--- src/rtl/sat_counter.sv ---
// Event counter that sticks at all-ones instead of wrapping.
// clr has priority over inc and acts synchronously.
module sat_counter #(
    parameter int CW = 16
) (
    input  logic          clock,
    input  logic          clr,
    input  logic          inc,
    output logic [CW-1:0] count
);

    logic [CW-1:0] r_count;

    // NOTE: non-blocking assignment keeps this register race-free against other always_ff readers.
    always_ff @(posedge clock) begin
        if (clr) begin
            r_count <= '0;
        end else if (inc && (r_count != '1)) begin
            r_count <= r_count + CW'(1);
        end
    end

    assign count = r_count;

endmodule

--- config.mk ---
export PLATFORM = sky130hd
export DESIGN_NAME = sat_counter
export DESIGN_NICKNAME = d
export VERILOG_FILES = /design/src/rtl/sat_counter.sv
export SDC_FILE = /design/constraint.sdc
export NUM_CORES = 1
export LEC_CHECK = 0
export BUFFER_PORTS_ARGS = -buffer_cell sky130_fd_sc_hd__buf_2
export CAP_MARGIN = 20
export CORE_ASPECT_RATIO = 0.8
export CORE_UTILIZATION = 51
export CTS_CLUSTER_SIZE = 28
export DETAILED_ROUTE_END_ITERATION = 16
export PLACE_DENSITY = 0.78
export SLEW_MARGIN = 20
export SYNTH_ARGS = -nofsm -noshare
export SYNTH_HDL_FRONTEND = slang
export SYNTH_SLANG_ARGS = --single-unit
--- constraint.sdc ---
create_clock -name clock -period 2.2 [get_ports clock]
set_input_delay 0.44 -clock clock [delete_from_list [all_inputs] [get_ports clock]]
set_output_delay 0.44 -clock clock [all_outputs]
set_load 0.005 [all_outputs]
==> run_results.csv <==
group,metric,value,unit
status,status,"finished, final reports clean",
setup_path,cpMaxStageDelayCell,"or4_1",
finish,largest_register_ffs,16,
global_route,grt_max_degree,18,
min_path,worstHoldStart,"inc",
logic_synthesis,yosysUniqueCellTypes,31,
logic_synthesis,synth_warnings,0,
cts,clockRootBuffer,"clkbuf_4",
pwr,power.total,513.4,µW
drt,dr_total_vias,839,
cts,cts_made_buffers,3,
setup_path,critPathKind,"reg2reg",
finish,final_area,992.2,µm²
setup_path,cp-start-kind,"register",
placement,dp_hpwl,1309,µm
placement,routabilityCongestion,0.8116,
finish,layout-drive-gt1-share,0.2288,
cts,clkTransAtPathRegs,0.10,ns
setup_path,crit_start,"count[0]",
finish,layout_commonest_cell,"buf_2",
cts,clk_path_buf_depth,2,
setup_path,timing.rr.start,"count[0]",
drt,postRouteAntennaNets,0,
cts,cts_resized,0,
timing,period_minus_slack,1.752,ns
flow_run,cap_violations,0,
timing,finalHoldViolations,0,
drt,drt-pass1-iter-count,4,
pwr,p_leak,0.3793,nW
global_route,grt_pass1_vias,703,
drt,drt_iter0_drc,12,
drt,wl,1836,µm
cts,clock-sinks,16,
logic_synthesis,syn-num-nets,103,
logic_synthesis,avgSynthCellArea,8.569,µm²
cts,hold_buffers,0,
cts,clkLatencyLatePin,0.29,ns
timing,worstMarginPinSlew,0.5760,ns
die,die_width,47.60,µm
timing,rsz0062_at_grt,"false",
timing,relSlewSlack,0.6110,
global_route,grt_overflow_total,0,
drt,vias_per_cell,6.036,
die,initial_utilization,0.5765,
setup_path,cp.required,2.43,ns
die,std_cell_rows,12,
timing,slew_violations,0,
placement,portBuffers,18,
pwr,vdd_drop_max,0.3507,mV
placement,placed_area,955.9,µm²
setup_path,cp_cell_sequence,"ha_1 > nand3_1 > nor4_4 > buf_4 > or4_1 > a21oi_1",
cts,tritoncts,"yes",
die,dieArea,1832,µm²
logic_synthesis,syn_inst,99,
drt,drc,0,
die,ios,19,
cts,cts_setup_buffers,0,
die,core-area,1471,µm²
global_route,grtUsageTotal,0.2456,
finish,nets,123,
setup_path,critical_path_peak_fanout,17,
pwr,p_per_area,517.4,nW/µm²
min_path,hp-class,"in2reg",
timing,finalSetupTns,0,ns
timing,clock.fmax,570.7,MHz
setup_path,cp-end-kind,"register",
finish,instances_no_fill,139,
global_route,grt_pass1_wl,3036,µm
die,die_h,38.48,µm
timing,setup_viol,0,
cts,htreeDepth,1,
timing,clock_skew,0.002386,ns
setup_path,critPathMaxStageDelay,0.50,ns
finish,syn2layout_area_growth,16.96,%
finish,final_cell_mix,"buf_2 (18), dfxtp_1 (16), a21oi_1 (10)",
timing,timing.final.crit_share,0.7965,
drt,route.detailed.wl_per_inst,13.21,µm
setup_path,arrival,1.98,ns
placement,dp.cells,135,
logic_synthesis,ys_seq_area_frac,0.3776,
global_route,grt_antenna_before_repair,0,
finish,antenna_cells,0,
logic_synthesis,ys_seq_elements,16,
logic_synthesis,syn_area,848.3,µm²
==> stage by stage <==
step	hold slack [ns]	setup WS (ns)	util
CTS	0.4663	0.4534	0.6743
global placement	0.5047	0.5218	0.6497
detailed placement	0.5200	0.4929	0.6497
floorplan	0.5044	0.5810	-
finish	0.4713	0.4476	0.6743
global route	0.4896	0.3361	0.6743
==> power by group <==
| part | total [mW] | switching (mW) | internal (mW) | leakage, nW |
|---|---|---|---|---|
| clock | 0.199 | 0.0981 | 0.101 | 0.0210 |
| combinational | 0.0184 | 0.0118 | 0.00669 | 0.229 |
| sequential | 0.296 | 0.00366 | 0.292 | 0.129 |
| total | 0.513 | 0.114 | 0.400 | 0.379 |
==> worst paths after layout <==
path	to	slack (ns)	cells after the start
worst max-delay path	count[13]	0.45	6
worst min-delay path	count[1]	0.47	3
worst max register to register	count[13]	0.45	6
worst min register to register	count[9]	0.53	2
==> worst max-delay path: cells and delay by family (launching register included) <==
kind	cells	cell delay [ns]
buf+inv	1	0.19
simple gates	3	0.71
fa+ha+maj	1	0.27
flops	1	0.37
compound gates	1	0.16
==> area by class of cell <==
| cell class | instances | area [µm²] |
|---|---|---|
| repair buffers | 19 | 97.59 |
| flip-flops and latches | 16 | 320.3 |
| clock buffers | 4 | 36.28 |
| fillers | 152 | 479.2 |
| inverters | 3 | 11.26 |
| multi-input cells | 76 | 500.5 |
| well taps | 21 | 26.28 |
==> cell usage after synthesis, drive strengths merged <==
master   n  share of area
nand3    6          0.035
mux2     1          0.013
inv      3          0.013
o311ai   1          0.010
xnor2    2          0.021
o21ai    4          0.024
dfxtp   16           0.38
nor4bb   1          0.012
or4      7          0.062
buf      2          0.010
o31ai    6          0.053
o21a     1         0.0089
and4     3          0.031
or3      3          0.022
nand2    7          0.034
nor2b    2          0.015
nor4     3          0.040
nand4    4          0.047
o41ai    1          0.010
nor3     4          0.024
nand3b   1         0.0089
clkbuf   2         0.0089
mux2i    1          0.012
nor2     6          0.027
a21oi   10          0.059
and3     1         0.0074
ha       1          0.015
==> cells by family (layout without fill, tap and decap cells) <==
logic type,after synthesis,count (layout),synth area share
multiplexers,2,2,0.02507
flip-flops,16,16,0.3776
AND/OR/NAND/NOR,48,48,0.3643
adder cells (fa/ha/maj),1,1,0.01475
XOR/XNOR,2,2,0.02065
AO/OA/AOI/OAI,23,23,0.1652
buffers and inverters,7,26,0.03244
==> metal layers <==
layer	wire, µm	share of wire	global-route usage	vias up
li1	-	-	-	423
met1	889	0.48	0.3009	397
met2	850	0.46	0.3973	15
met3	69	0.038	0.07075	4
met4	26	0.014	0.1042	0
met5	0	0	0	-
Power figures use the tool's default switching activity.
